`src/rtl/gcla_result_bcd.sv`:
```
// rtl/gcla_result_bcd.sv - GCLA result to BCD converter (double-dabble, 1 bit/clk); SEVEN_SEG_EN adds seg decode
module gcla_result_bcd #(
    parameter int N      = 8,
    parameter int DIGITS = 3
) (
    input  logic                  clk,
    input  logic                  reset_n,
    input  logic                  in_valid,
    output logic                  in_ready,
    input  logic [N-1:0]          in_mag,
    input  logic                  in_neg,
    input  logic                  in_ovr,
    output logic                  out_valid,
    input  logic                  out_ready,
    output logic [4*DIGITS-1:0]   bcd,
    output logic                  sign,
    output logic                  err,
    output logic [7*DIGITS-1:0]   seg
);

    localparam int CW = (N > 1) ? $clog2(N) : 1;

    typedef enum logic [1:0] {S_IDLE, S_SHIFT, S_DONE} state_t;

    state_t              r_state, w_state_next;
    logic [CW-1:0]       r_cnt;
    logic [N-1:0]        r_shift;
    logic [4*DIGITS-1:0] r_bcd;
    logic                r_sign, r_err, r_in_ready, r_out_valid;
    logic [4*DIGITS-1:0] w_adj, w_bcd_step;
    logic                w_accept, w_last, w_handshake;

    assign w_accept    = (r_state == S_IDLE) && r_in_ready && in_valid;
    assign w_last      = (r_state == S_SHIFT) && (r_cnt == CW'(N - 1));
    assign w_handshake = (r_state == S_DONE) && r_out_valid && out_ready;

    always_comb begin
        w_state_next = r_state;
        case (r_state)
            S_IDLE:  if (w_accept) w_state_next = in_ovr ? S_DONE : S_SHIFT;
            S_SHIFT: if (w_last) w_state_next = S_DONE;
            S_DONE:  if (w_handshake) w_state_next = S_IDLE;
            default: w_state_next = S_IDLE;
        endcase
    end

    // Add-3 correction on every digit >= 5, then the whole {bcd, shift} moves left one bit.
    always_comb begin
        w_adj = r_bcd;
        for (int d = 0; d < DIGITS; d++) begin
            if (r_bcd[4*d +: 4] >= 4'd5)
                w_adj[4*d +: 4] = r_bcd[4*d +: 4] + 4'd3;
        end
        w_bcd_step = {w_adj[4*DIGITS-2:0], r_shift[N-1]};
    end

    always_ff @(posedge clk or negedge reset_n) begin
        if (!reset_n) begin
            r_state     <= S_IDLE;
            r_in_ready  <= 1'b0;
            r_out_valid <= 1'b0;
            r_cnt       <= '0;
            r_shift     <= '0;
            r_bcd       <= '0;
            r_sign      <= 1'b0;
            r_err       <= 1'b0;
        end else begin
            r_state    <= w_state_next;
            r_in_ready <= (w_state_next == S_IDLE);
            // Overflow results arrive in DONE with out_valid low; it rises one edge later.
            r_out_valid <= w_last || ((r_state == S_DONE) && !w_handshake);
            case (r_state)
                S_IDLE: begin
                    if (w_accept) begin
                        r_shift <= in_mag;
                        r_bcd   <= '0;
                        r_sign  <= in_neg;
                        r_err   <= in_ovr;
                        r_cnt   <= '0;
                    end
                end
                S_SHIFT: begin
                    r_bcd   <= w_bcd_step;
                    r_shift <= r_shift << 1;
                    r_cnt   <= r_cnt + 1'b1;
                end
                default: ;
            endcase
        end
    end

    always_ff @(posedge clk) begin
        if (reset_n && (r_state == S_SHIFT)) begin
            for (int d = 0; d < DIGITS; d++)
                assert (r_bcd[4*d +: 4] <= 4'd9);
        end
    end

    assign in_ready  = r_in_ready;
    assign out_valid = r_out_valid;
    assign bcd       = r_bcd;
    assign sign      = r_sign;
    assign err       = r_err;

`ifdef SEVEN_SEG_EN
    function automatic logic [6:0] seg_decode(input logic [3:0] d);
        case (d)
            4'd0:    seg_decode = 7'b1000000;
            4'd1:    seg_decode = 7'b1111001;
            4'd2:    seg_decode = 7'b0100100;
            4'd3:    seg_decode = 7'b0110000;
            4'd4:    seg_decode = 7'b0011001;
            4'd5:    seg_decode = 7'b0010010;
            4'd6:    seg_decode = 7'b0000010;
            4'd7:    seg_decode = 7'b1111000;
            4'd8:    seg_decode = 7'b0000000;
            4'd9:    seg_decode = 7'b0010000;
            default: seg_decode = 7'b1111111;
        endcase
    endfunction

    logic [7*DIGITS-1:0] r_seg, w_seg_next;
    logic [4*DIGITS-1:0] w_seg_src;
    logic                w_seg_load;

    // Load on the same edge out_valid rises: last shift, or first DONE cycle after overflow.
    assign w_seg_load = w_last || ((r_state == S_DONE) && !r_out_valid);
    assign w_seg_src  = (r_state == S_SHIFT) ? w_bcd_step : r_bcd;

    always_comb begin
        w_seg_next = '1;
        for (int d = 0; d < DIGITS; d++)
            w_seg_next[7*d +: 7] = r_err ? 7'b0000110 : seg_decode(w_seg_src[4*d +: 4]);
    end

    always_ff @(posedge clk or negedge reset_n) begin
        if (!reset_n)
            r_seg <= '1;
        else if (w_seg_load)
            r_seg <= w_seg_next;
    end

    assign seg = r_seg;
`else
    assign seg = '1;
`endif

endmodule

```
`config.mk`:
```
export PLATFORM = sky130hd
export DESIGN_NAME = gcla_result_bcd
export DESIGN_NICKNAME = d
export VERILOG_FILES = /design/src/rtl/gcla_result_bcd.sv
export SDC_FILE = /design/constraint.sdc
export NUM_CORES = 1
export LEC_CHECK = 0
export ABC_AREA = 0
export CAP_MARGIN = 20
export CORE_UTILIZATION = 47
export CTS_CLUSTER_SIZE = 8
export DETAILED_ROUTE_END_ITERATION = 12
export GPL_TIMING_DRIVEN = 1
export PLACE_DENSITY_LB_ADDON = 0.2
export SLEW_MARGIN = 40
export SYNTH_ARGS = -nofsm -noshare
export SYNTH_HDL_FRONTEND = slang
export SYNTH_SLANG_ARGS = --single-unit
```
`constraint.sdc`:
```
create_clock -name clk -period 1.7 [get_ports clk]
set_clock_uncertainty 0.05 [all_clocks]
set_input_delay 0.17 -clock clk [delete_from_list [all_inputs] [get_ports clk]]
set_output_delay 0.17 -clock clk [all_outputs]
set_load 0.05 [all_outputs]
```
==> impl_metrics.ini <==
[worst_setup_path]
critPathRequiredTime_ps = 1830
crit_type = register to register
cp_max_fo = 5
worstSetupStartpoint = bcd[0]
cp_top_family = compound AO/OA/AOI/OAI gates
cp.depth = 5
cpPeakStageDelay_ps = 390
reg2reg_from = bcd[0]
end_kind = register
crit_chain = inv_1, ha_1, nor2b_1, o21a_1, o311ai_1
regToRegEndpoint = bcd[2]
cp-start-kind = register
endpoint = bcd[2]
r2r_slack_ps = 220
path_buf_inv = 1
arrival_ps = 1610
critPathSlowestCell = dfrtp_2
rr_worst_depth = 5

[detailed_routing]
dr.pass1.iters = 4
drc = 0
via_per_inst = 5.23
wl_per_cell_microns = 12.1
drtIter0Drc = 86
wl_microns = 3210
ant_nets = 0
vias = 1386

[clock_network]
cts_tree = yes
clk_latency_ps = 280
numCtsBuffers = 5
post_cts_buffers = 0
clockRootBuffer = clkbuf_8
postCtsHoldBufs = 0
clkTransAtPathRegs_ps = 60
clock-sinks = 29
htree_levels = 2
clockBufferDepth = 2
ctsResizeCount = 0

[die]
fp.dieH_microns = 63.5
row_count = 21
pin_count = 51
die_x_microns = 63.5
start_util = 0.513
dieArea_sq_mm = 0.00403
core-area_sq_mm = 0.00347

[power]
leakage_nw = 0.968
power_density_mw_per_mm2 = 1970
ir_drop_uv = 1020

[grt]
track_usage = 0.181
grt_max_degree = 35
grt_pass1_vias = 1312
antenna_found_initial = 0
overflow = 0
grt_pass1_wl_microns = 5590

[sta]
fin_ws_ps = 222
finalHoldViolCount = 0
slew_violations = 0
final.period_utilization = 0.869
rsz0062_at_grt = false
final-setup-viol-count = 0
setup_tns_ps = 0
period_needed_ps = 1480
fmax_mhz = 677

[yosys]
async_reset_ff_frac = 1.00
yosysSeqAreaShare = 0.408
synth-edff-count = 0
synth_most_common_cell = nand2_1
synthFlopType = dfrtp_1
synth.area.top_cells = dfrtp_1 41%, buf_4 9.7%, nand2_1 7.2%
syn-mean-instance-area_sq_um = 9.46
yosysWarnings = 0
synth.largest_area_cell = dfrtp_1
syn-cell-area_sq_mm = 0.00178
syn_inst = 188
ys_top_cells_by_count = 34 x nand2_1, 29 x dfrtp_1, 23 x buf_4, 12 x inv_1
synth_top_area_frac = 0.408
synth_cell_types = 32
synth-seq-cells = 29

[finish]
fin_nets = 240
fill_cells = 341
area_growth_pct = 14.1
drive_above_1_share = 0.164
antennaDiodeCount = 0

[flow_run]
drv_cap = 0

[status]
outcome = completed

[placement]
portBuffers = 29
gp_congestion = 0.776
hpwl_microns = 2230
pre_cts_slack_ps = 127

[hold_path]
min_path_type = primary input to asynchronous set/reset pin
==> worst min path at each step <==
stage	from	to	slack, ps	cells past startpoint
after global routing	reset_n	bcd[8]	230	2
final	reset_n	bcd[8]	220	2
after CTS	reset_n	bcd[8]	230	2
after global placement	sign	sign	420	2
after detailed placement	sign	sign	430	2
after floorplan	reset_n	bcd[0]	-180	0
==> area by class of cell <==
type	instances	area (sq um)	share of cell area
tap	46	57.6	0.0284
sequential	29	728	0.359
clock buffer	8	90.1	0.0444
timing repair buffer	34	288	0.142
inverter	12	45.0	0.0222
multi-input combinational	136	820	0.404
==> state kept, by name, indices dropped and copies added, names as in the netlist <==
signal,cells
bcd,12
err,1
in_ready,1
out_valid,1
r_cnt,3
r_shift,8
r_state,2
sign,1
==> cell families after synthesis <==
logic type / synth area share
compound gates: 0.160
flops: 0.408
mux: 0.0169
xor+xnor: 0.00985
fa+ha+maj: 0.0563
other cells: 0.00211
simple gates: 0.174
buf+inv: 0.173
==> layout by cell type, fill, tap and decap left out, types with 6 or more instances in the layout <==
cell type / count
nand3_1: 11
a31oi_1: 7
inv_1: 12
o2111ai_1: 6
buf_4: 21
clkdlybuf4s50_1: 13
clkbuf_8: 6
ha_1: 8
nor2_1: 11
conb_1: 21
dfrtp_1: 27
nand2_1: 34
==> report_power, final <==
group	total, W	internal [W]	switching, W
sequential	0.00121	0.000988	0.000227
clock	0.000580	0.000329	0.000251
combinational	0.00221	0.000772	0.00144
total	0.00400	0.00209	0.00192
==> per-layer routing <==
layer	share of wire	vias up	global-route usage
li1	-	660	-
met1	0.42	671	0.201
met2	0.49	49	0.302
met3	0.066	6	0.0616
met4	0.017	0	0.0994
met5	0	-	0
==> stage by stage <==
stage                     instances  power (W)   util  hold slack (ps)  area [sq um]
after CTS                       265    0.00405  0.585              231          2030
after global placement          257    0.00337  0.559              417          1940
final                           265    0.00400  0.585              219          2030
after global routing            265    0.00434  0.585              234          2030
after floorplan                 208    0.00310      -             -176          1860
after detailed placement        257    0.00345  0.559              428          1940
Note: power is estimated with default switching activity, not from simulation.
